`src/rtl/vsd_dac_pkg.sv`:
```
// Shared definitions for the DAC sample sequencer and core-side drivers.
package vsd_dac_pkg;

  localparam int unsigned DEF_DATA_W = 10;
  localparam int unsigned DEF_CH_W   = 1;

  // Channel-select width; a single channel still carries one select bit.
  function automatic int unsigned ch_width(input int unsigned channels);
    return (channels > 1) ? $clog2(channels) : 1;
  endfunction

  // Occupancy width able to represent a completely full FIFO.
  function automatic int unsigned level_width(input int unsigned depth);
    return $clog2(depth) + 1;
  endfunction

  typedef struct packed {
    logic [DEF_CH_W-1:0]   chan;
    logic [DEF_DATA_W-1:0] data;
  } sample_t;

endpackage

```
`src/rtl/vsd_dac_sequencer_if.sv`:
```
// Core-to-sequencer sample push port (valid/ready with channel and code).
interface vsd_dac_sequencer_if #(
  parameter int unsigned DATA_W = 10,
  parameter int unsigned CH_W   = 1
);
  logic              s_valid;
  logic              s_ready;
  logic [CH_W-1:0]   s_chan;
  logic [DATA_W-1:0] s_data;

  modport master (output s_valid, output s_chan, output s_data, input s_ready);
  modport slave  (input s_valid, input s_chan, input s_data, output s_ready);
endinterface

```
`src/rtl/vsd_sample_fifo.sv`:
```
// Synchronous sample FIFO with async reset; no empty-bypass, push refused when full.
module vsd_sample_fifo #(
  parameter  int unsigned WIDTH = 11,
  parameter  int unsigned DEPTH = 8,
  localparam int unsigned PTR_W = $clog2(DEPTH),
  localparam int unsigned LVL_W = $clog2(DEPTH) + 1
) (
  input  logic             clk,
  input  logic             reset,
  input  logic             push,
  input  logic             pop,
  input  logic [WIDTH-1:0] wdata,
  output logic [WIDTH-1:0] rdata,
  output logic             full,
  output logic             empty,
  output logic [LVL_W-1:0] level
);

  logic [WIDTH-1:0] mem [DEPTH];
  logic [PTR_W-1:0] wr_ptr;
  logic [PTR_W-1:0] rd_ptr;
  logic             push_ok_c;
  logic             pop_ok_c;

  assign full      = (level == LVL_W'(DEPTH));
  assign empty     = (level == '0);
  assign push_ok_c = push && !full;
  assign pop_ok_c  = pop && !empty;
  assign rdata     = mem[rd_ptr];

  always_ff @(posedge clk) begin
    if (push_ok_c) mem[wr_ptr] <= wdata;
  end

  always_ff @(posedge clk or posedge reset) begin
    if (reset) begin
      wr_ptr <= '0;
      rd_ptr <= '0;
      level  <= '0;
    end else begin
      if (push_ok_c) wr_ptr <= wr_ptr + PTR_W'(1);
      if (pop_ok_c)  rd_ptr <= rd_ptr + PTR_W'(1);
      case ({push_ok_c, pop_ok_c})
        2'b10:   level <= level + LVL_W'(1);
        2'b01:   level <= level - LVL_W'(1);
        default: level <= level;
      endcase
    end
  end

endmodule

```
`src/rtl/vsd_dac_sequencer.sv`:
```
// Multi-channel DAC sample sequencer: FIFO, programmable sample timer, channel registers, sticky flags.
// Optional slew limiting toward per-channel targets is compiled in with `define DAC_SLEW_EN.
module vsd_dac_sequencer
  import vsd_dac_pkg::*;
#(
  parameter  int unsigned DATA_W     = 10,
  parameter  int unsigned CHANNELS   = 2,
  parameter  int unsigned FIFO_DEPTH = 8,
  parameter  int unsigned DIV_W      = 16,
  parameter  int unsigned STEP_MAX   = 4,
  localparam int unsigned CH_W       = ch_width(CHANNELS),
  localparam int unsigned LVL_W      = level_width(FIFO_DEPTH)
) (
  input  logic                       clk,
  input  logic                       reset,
  input  logic                       enable,
  input  logic [DIV_W-1:0]           div,
  vsd_dac_sequencer_if.slave         s,
  output logic [CHANNELS*DATA_W-1:0] dac_d,
  output logic [CHANNELS-1:0]        dac_update,
  output logic [LVL_W-1:0]           fifo_level,
  output logic                       underflow,
  output logic                       chan_err,
  input  logic                       clear_flags
);

  localparam int unsigned   ENT_W  = CH_W + DATA_W;
  localparam logic [CH_W:0] NUM_CH = (CH_W + 1)'(CHANNELS);

  logic [DIV_W-1:0]  cnt;
  logic              tick_c;
  logic              push_c;
  logic              pop_c;
  logic              load_c;
  logic              chan_ok_c;
  logic              full;
  logic              empty;
  logic [ENT_W-1:0]  head;
  logic [CH_W-1:0]   head_chan;
  logic [DATA_W-1:0] head_data;
  logic [DATA_W-1:0] cur [CHANNELS];

  assign tick_c    = enable && (cnt >= div);
  assign push_c    = s.s_valid && !full;
  assign pop_c     = tick_c && !empty;
  assign s.s_ready = !full;
  assign {head_chan, head_data} = head;
  assign chan_ok_c = ({1'b0, head_chan} < NUM_CH);
  assign load_c    = pop_c && chan_ok_c;

  vsd_sample_fifo #(
    .WIDTH (ENT_W),
    .DEPTH (FIFO_DEPTH)
  ) u_fifo (
    .clk   (clk),
    .reset (reset),
    .push  (push_c),
    .pop   (pop_c),
    .wdata ({s.s_chan, s.s_data}),
    .rdata (head),
    .full  (full),
    .empty (empty),
    .level (fifo_level)
  );

  // Sample-period timer; >= compare makes a lowered div take effect immediately.
  always_ff @(posedge clk or posedge reset) begin
    if (reset) begin
      cnt <= '0;
    end else if (!enable || tick_c) begin
      cnt <= '0;
    end else begin
      cnt <= cnt + DIV_W'(1);
    end
  end

  // Sticky flags; a set event in the same cycle overrides clear_flags.
  always_ff @(posedge clk or posedge reset) begin
    if (reset) begin
      underflow <= 1'b0;
      chan_err  <= 1'b0;
    end else begin
      if (tick_c && empty)         underflow <= 1'b1;
      else if (clear_flags)        underflow <= 1'b0;
      if (pop_c && !chan_ok_c)     chan_err  <= 1'b1;
      else if (clear_flags)        chan_err  <= 1'b0;
    end
  end

`ifdef DAC_SLEW_EN
  localparam logic [DATA_W-1:0] STEP = DATA_W'(STEP_MAX);

  logic [DATA_W-1:0] tgt   [CHANNELS];
  logic [DATA_W-1:0] nxt_c [CHANNELS];

  function automatic logic [DATA_W-1:0] slew(input logic [DATA_W-1:0] now,
                                             input logic [DATA_W-1:0] goal);
    logic [DATA_W-1:0] diff;
    if (goal > now) begin
      diff = goal - now;
      return now + ((diff > STEP) ? STEP : diff);
    end else begin
      diff = now - goal;
      return now - ((diff > STEP) ? STEP : diff);
    end
  endfunction

  always_comb begin
    for (int c = 0; c < CHANNELS; c++) nxt_c[c] = slew(cur[c], tgt[c]);
  end

  // Ticks retarget a channel; the output walks toward the target every cycle.
  always_ff @(posedge clk or posedge reset) begin
    if (reset) begin
      dac_update <= '0;
      for (int c = 0; c < CHANNELS; c++) begin
        cur[c] <= '0;
        tgt[c] <= '0;
      end
    end else begin
      for (int c = 0; c < CHANNELS; c++) begin
        cur[c]        <= nxt_c[c];
        dac_update[c] <= (nxt_c[c] != cur[c]);
        if (load_c && (head_chan == CH_W'(c))) tgt[c] <= head_data;
      end
    end
  end
`else
  // Ticks load the channel register directly and strobe its update line.
  always_ff @(posedge clk or posedge reset) begin
    if (reset) begin
      dac_update <= '0;
      for (int c = 0; c < CHANNELS; c++) cur[c] <= '0;
    end else begin
      for (int c = 0; c < CHANNELS; c++) begin
        dac_update[c] <= 1'b0;
        if (load_c && (head_chan == CH_W'(c))) begin
          cur[c]        <= head_data;
          dac_update[c] <= 1'b1;
        end
      end
    end
  end
`endif

  for (genvar g = 0; g < CHANNELS; g++) begin : g_pack
    assign dac_d[g*DATA_W +: DATA_W] = cur[g];
  end

endmodule

```
`src/flat_wrapper.sv`:
```
// flat-port wrapper written by rule: the top's interface ports become plain ports
module vsd_dac_sequencer_flat import vsd_dac_pkg::*;
#(
  parameter  int unsigned DATA_W     = 10,
  parameter  int unsigned CHANNELS   = 2,
  parameter  int unsigned FIFO_DEPTH = 8,
  parameter  int unsigned DIV_W      = 16,
  parameter  int unsigned STEP_MAX   = 4,
  localparam int unsigned CH_W       = ch_width(CHANNELS),
  localparam int unsigned LVL_W      = level_width(FIFO_DEPTH)
)
  (clk, reset, enable, div, dac_d, dac_update, fifo_level, underflow, chan_err, clear_flags, s_s_valid, s_s_chan, s_s_data, s_s_ready);
  vsd_dac_sequencer_if #(.DATA_W(DATA_W), .CH_W((ch_width(CHANNELS)))) s_i ();
  input  logic clk;
  input  logic reset;
  input  logic enable;
  input  logic [DIV_W-1:0] div;
  output logic [CHANNELS*DATA_W-1:0] dac_d;
  output logic [CHANNELS-1:0] dac_update;
  output logic [LVL_W-1:0] fifo_level;
  output logic underflow;
  output logic chan_err;
  input  logic clear_flags;
  input wire logic [$bits(s_i.s_valid)-1:0] s_s_valid;
  input wire logic [$bits(s_i.s_chan)-1:0] s_s_chan;
  input wire logic [$bits(s_i.s_data)-1:0] s_s_data;
  output wire logic [$bits(s_i.s_ready)-1:0] s_s_ready;
  assign s_i.s_valid = s_s_valid;
  assign s_i.s_chan = s_s_chan;
  assign s_i.s_data = s_s_data;
  assign s_s_ready = s_i.s_ready;
  vsd_dac_sequencer #(.DATA_W(DATA_W), .CHANNELS(CHANNELS), .FIFO_DEPTH(FIFO_DEPTH), .DIV_W(DIV_W), .STEP_MAX(STEP_MAX)) u_core (.clk(clk), .reset(reset), .enable(enable), .div(div), .s(s_i), .dac_d(dac_d), .dac_update(dac_update), .fifo_level(fifo_level), .underflow(underflow), .chan_err(chan_err), .clear_flags(clear_flags));
endmodule
```
`config.mk`:
```
export PLATFORM = sky130hd
export DESIGN_NAME = vsd_dac_sequencer_flat
export DESIGN_NICKNAME = d
export VERILOG_FILES = /design/src/rtl/vsd_dac_pkg.sv /design/src/rtl/vsd_dac_sequencer_if.sv /design/src/rtl/vsd_sample_fifo.sv /design/src/rtl/vsd_dac_sequencer.sv /design/src/flat_wrapper.sv
export SDC_FILE = /design/constraint.sdc
export NUM_CORES = 1
export LEC_CHECK = 0
export ABC_AREA = 1
export BUFFER_PORTS_ARGS = -buffer_cell sky130_fd_sc_hd__buf_2
export CORE_MARGIN = 3
export CORE_UTILIZATION = 40
export DETAILED_ROUTE_END_ITERATION = 12
export PLACE_DENSITY = 0.57
export RECOVER_POWER = 50
export SYNTH_ARGS = -nofsm -noshare
export SYNTH_HDL_FRONTEND = slang
export SYNTH_HIERARCHICAL = 1
export SYNTH_SLANG_ARGS = --single-unit
```
`constraint.sdc`:
```
create_clock -name clk -period 6.45 [get_ports clk]
set_clock_uncertainty 0.1 [all_clocks]
set_input_delay 0.9675 -clock clk [delete_from_list [all_inputs] [get_ports clk]]
set_output_delay 0.9675 -clock clk [all_outputs]
set_load 0.03 [all_outputs]
```
Word-level counts from Yosys, hierarchy flattened
Memory sizes are Yosys's and may differ from the RTL's.
Cells that the tools add are included.
Widths: inputs -> output; s select.
- flip-flop bits (word level): 49
- output and inout bits: 29
- bits in writable memories: 88
- bits in read-only memories: 0
- latch bits: 0
- memories: 1
- input bits: 32
- bitwise operators: 1
- div/mod/pow operators: 0
- add/subtract/negate cells: 5
- reductions and logical operators: 15
- multiplexer cells: 8
- shift operators: 0
- $mul: 0
- eq/ne operators: 3
- magnitude comparators: 1
- memory list (name ; depth ; bits a word ; read ports ; clocked after memory_dff ; wr ports ; RTL line ; source):
    u_core.u_fifo.mem ; 8 ; 11 ; 1 ; 0 ; 1 ; vsd_sample_fifo.sv:19 ; logic [WIDTH-1:0] mem [DEPTH];
- operators with widths (cell ; number):
    $add 16x1->16 const B ; 1
    $ge 16x16->1 ; 1
    $mux 16 ; 1
    $logic_and 1x1->1 ; 8
    $pmux 4 s2 ; 1
    $add 3x1->3 const B ; 2
    $mux 1 ; 6
    $add 4x1->4 const B ; 1
    $eq 4x4->1 const B ; 1
    $logic_not 4->1 ; 1
    $reduce_bool 2->1 ; 2
    $sub 4x1->4 const B ; 1
    $logic_not 1->1 ; 3
    $eq 2x1->1 const B ; 1
    $eq 2x2->1 const B ; 1
    $logic_or 1x1->1 ; 1
    $not 1->1 ; 1

Logic depth before layout (Yosys ltp)
- depth after elaboration: 6
- mapped depth: 23

Hierarchy
The synthesis kept the hierarchy.
- modules (own cells, without submodules) (module ; cells an instance ; instances ; area an instance (um^2) ; seq. area each (um^2)):
    vsd_sample_fifo ; 462 ; 1 ; 4443.0 ; 2892.8
    vsd_dac_sequencer ; 270 ; 1 ; 2225.9 ; 975.9

Least setup slack after synthesis
Ideal clock, no wire load.
- path type: input -> register
- from: in div[11]
- to: reg u_core.u_fifo.level[3]
- arrival time: 3.069 ns
- setup slack: 3.163 ns
- library setup time: 0.117 ns
- stages: 17
- buffers on the path: 0
- cell sequence: inv_1 -> ha_1 -> a21oi_1 -> o21ai_0 -> a21oi_1 -> nand2_1 -> nand2_1 -> nor2_1 -> nand2_1 -> inv_1 -> ha_1 -> ha_1 -> or2_2 -> nand2_1 -> nand2_1 -> nand3_1 -> nand2_1
- longest elaborated chain between the ends: 6
- RTL lines (item ; RTL line ; source):
    start, declared ; flat_wrapper.sv:17 ; input logic [DIV_W-1:0] div;
    $ge 16x16->1 (*) ; vsd_dac_sequencer.sv:43 ; assign tick_c = enable && (cnt >= div);
    $logic_and 1x1->1 (*) ; vsd_dac_sequencer.sv:43 ;
    $logic_and 1x1->1 (*) ; vsd_dac_sequencer.sv:45 ; assign pop_c = tick_c && !empty;
    net u_core.load_c ; vsd_dac_sequencer.sv:34 ; logic load_c;
    $logic_and 1x1->1 (*) ; vsd_sample_fifo.sv:28 ; assign pop_ok_c = pop && !empty;
    net u_core.u_fifo.pop_ok_c ; vsd_sample_fifo.sv:23 ; logic pop_ok_c;
    $eq 2x1->1 / $eq 2x2->1 (equally long branches) ; vsd_sample_fifo.sv:43 ; case ({push_ok_c, pop_ok_c})
    $pmux 4 s2 / $reduce_bool 2->1 (equally long branches) ; n/a ;
    end signal, assigned ; vsd_sample_fifo.sv:44 ; 2'b10: level <= level + LVL_W'(1);
    end signal, assigned ; vsd_sample_fifo.sv:45 ; 2'b01: level <= level - LVL_W'(1);
    end signal, assigned ; vsd_sample_fifo.sv:46 ; default: level <= level;
    end, declared ; vsd_sample_fifo.sv:16 ; output logic [LVL_W-1:0] level
The timed path passes the listed nets; every way through them passes the cells marked *.
A chain may end at the register's enable or synchronous reset.

Worst setup path in the final report
Ends and elaborated chain as after synthesis.

==> flow_metrics.py <==
metrics = {
    "run_status": {
        "status": "finished, violations left",
        "violations": "capacitance limit, slew limit",
    },
    "sta": {
        "minimum_period_implied_by_the_final_worst_setup_slack_ns": 3.30,
        "maxSlewViolCount": 40,
        "maxClockFrequency_mhz": 303,
        "final.setup.tns_ns": 0,
        "final-hold-violation-count": 0,
        "final.period_utilization_pct": 51.1,
        "rsz0062_at_grt": "no",
        "final-setup-viol-count": 0,
        "slew_headroom_pct": -36.4,
        "worst_pin_slew_ns": 2.05,
    },
    "clocking": {
        "clk_pin_slew_ns": 0.05,
        "htree_num_levels": 4,
        "cts-root-buf": "clkbuf_16",
        "cts_resized": 0,
        "clock_insertion_delay_worst_skew_ns": 0.41,
        "ctsLongestPathBuffers": 2,
        "post-cts-setup-buffers": 0,
        "tritoncts": "yes",
        "cts_buffers": 17,
        "tritoncts_num_sinks": 137,
        "hold_buffers": 0,
    },
    "route": {
        "routed_wirelength_um": 13800,
        "drt-vias-per-instance": 4.64,
        "wirelength_met1_um": 6520,
        "drtIter0Drc": 261,
        "dr_total_vias": 4747,
        "dr_wl_met3_um": 722,
        "route.met2.wl_um": 6420,
        "drtPass1Iterations": 4,
        "topRoutingLayerUsed": "met4",
        "drc_errors": 0,
        "route.antenna.remaining_nets": 0,
        "route.detailed.wl_per_inst_um": 13.5,
    },
    "worst_setup_path": {
        "endpoint_kind": "flip-flop",
        "crit_path_frequent_cell": "nand2_1",
        "criticalPathCategory": "primary input to flip-flop",
        "critical_path_arrival_ns": 3.50,
        "startpoint_class": "primary input",
        "critical_path_peak_fanout": 5,
        "critical_path_required_ns": 6.65,
        "critPathMaxStageDelay_ns": 0.32,
        "slowest_stage": "ha_1",
        "path_cells": "buf_2 -> inv_1 -> ha_1 -> a21oi_1 -> o21ai_0 -> a21oi_1 -> nand2_1 -> nand2_1 -> nor2_1 -> nand2_1 -> inv_1 -> ha_1 -> ha_1 -> or2_2 -> nand2_1 -> nand2_1 -> nand3_1 -> nand2_1",
    },
    "pwr": {
        "power.total_mw": 2.36,
        "cellLeakagePower_nw": 3.65,
        "power_per_cell_area_mw_per_mm2": 308,
        "peak_ir_drop_on_the_vdd_network_uv": 181,
    },
    "synth": {
        "yosysTopAreaCell": "edfxtp_1",
        "synth_ff_type": "edfxtp_1",
        "netlist.area_leader.share_pct": 39.6,
        "synth_most_common_cell": "nand2_1",
        "post_synth_instance_area_mm2": 0.00667,
        "synthesis.yosys.warnings": 6,
        "avgSynthCellArea_um2": 9.11,
        "post_synth_num_cell_types": 35,
        "seq_area_frac_synth_pct": 58.0,
        "ffs_w_async_s_r_synth_pct": 35.8,
        "number_of_enable_flip_flop_cells_after_synthesis": 88,
        "most_frequent_cells_after_synthesis": "nand2_1 (234), nor2_1 (109), inv_1 (99), edfxtp_1 (88), dfrtp_1 (49)",
        "yosys_register_bits": 137,
        "synth.net_count": 787,
        "synth.top_cells.by_area": "edfxtp_1 (40%), dfrtp_1 (18%), nand2_1 (13%), nor2_1 (6.1%), inv_1 (5.6%)",
        "post_synth_inst_count": 732,
    },
    "global_routing": {
        "grt_antenna_before_repair": 0,
        "grt_pass1_vias": 4425,
        "globalRouteTotalUtil_pct": 16.2,
        "global_route.overflow_total": 0,
        "maximum_number_of_pins_on_one_net_before_global_route_repair": 89,
        "wire_length_of_the_first_global_routing_pass_um": 22600,
    },
    "worst_hold_path": {
        "worstHoldPathType": "flip-flop to flip-flop",
    },
    "placed_design": {
        "placement.io_buffers": 59,
        "dpl.hpwl_um": 9030,
        "place_congestion": 0.800,
    },
    "floorplanning": {
        "starting_density_of_the_core_pct": 41.4,
        "die_h_um": 135,
        "placement_rows": 46,
        "coreArea_mm2": 0.0161,
        "boundaryPins": 61,
        "design.die.area_mm2": 0.0183,
        "floorplan.die.width_um": 135,
    },
    "finish": {
        "final_net_count": 850,
        "post_route_cells_drive_above_1_share_pct": 12.9,
        "antenna_cells": 0,
        "area.growth.synth_to_final_pct": 15.2,
    },
    "job": {
        "cap_violations": 1,
    },
}
## placed cells by master, fill, tap and decap left out, drive strengths merged, types with 3 or more instances in the layout
master / count
xor2: 3
o21ai: 9
nor3: 14
a21oi: 11
nand4: 25
nor2: 116
ha: 22
inv: 103
dfrtp: 49
nand3: 11
edfxtp: 88
xnor2: 6
buf: 57
clkbuf: 45
nand2: 239
## kinds of logic after synthesis
group                    after synthesis  share of synthesized area, %
buffers and inverters                130                          8.41
XOR/XNOR                               9                          1.18
flip-flops                           137                          58.0
AO/OA/AOI/OAI                         25                          2.12
AND/OR/NAND/NOR                      407                          25.8
other                                  1                        0.0562
adder cells (fa/ha/maj)               23                          4.43
## critical path, delay by kind of cell
family	cells	cell delay, ns
simple gates	9	1.01
buf+inv	3	0.20
fa+ha+maj	3	0.86
compound gates	3	0.47
## final timing paths
path	from	end	slack, ns	depth (start not counted)
setup / recovery	div[11]	u_core/u_fifo/level[3]	3.15	18
hold / removal	u_core/dac_d[2]	u_core/dac_d[2]	0.38	2
setup reg to reg	u_core/cnt[7]	u_core/u_fifo/level[3]	3.38	17
hold reg to reg	u_core/dac_d[2]	u_core/dac_d[2]	0.38	2
max in group asynchronous	reset	u_core/cnt[12]	3.87	3
min in group asynchronous	reset	u_core/u_fifo/level[2]	0.44	2
## routing by layer
metal | up-vias | track usage (%)
li1 | 2433 | -
met1 | 2192 | 21.4
met2 | 109 | 25.8
met3 | 13 | 4.69
met4 | 0 | 5.10
met5 | - | 0
## registers in the layout, summed over array words and instances (netlist names)
register              flops
u_core/underflow          1
u_core/dac_update         2
u_core/u_fifo/mem        88
u_core/dac_d             20
u_core/u_fifo/level       4
u_core/cnt               16
u_core/u_fifo/wr_ptr      3
u_core/u_fifo/rd_ptr      3
## through the flow
step           hold slack, ns  instances  area (um^2)  setup WS (ns)  utilization (%)
3_5_place_dp            0.363        992         7150           2.76             44.4
6_report                0.377       1024         7680           3.15             47.7
3_3_place_gp            0.360        992         7150           2.80             44.4
4_1_cts                 0.378       1024         7710           3.19             47.8
2_1_floorplan           0.373        732         6670           3.16                -
5_1_grt                 0.399       1024         7680           2.94             47.7
## area by class of cell
cell class,count,area [um^2]
Tap cell,216,270
Clock inverter,1,5.00
Sequential cell,137,3870
Multi-Input combinational cell,465,2240
Timing Repair Buffer,71,360
Fill cell,1541,8440
Clock buffer,31,551
Inverter,103,387
## power by group
| part | leakage [nW] | internal, mW | switching [mW] |
|---|---|---|---|
| clock network | 0.270 | 0.568 | 0.327 |
| registers | 1.47 | 1.05 | 0.0465 |
| logic | 1.92 | 0.106 | 0.267 |
(Power assumes the default switching activity.)
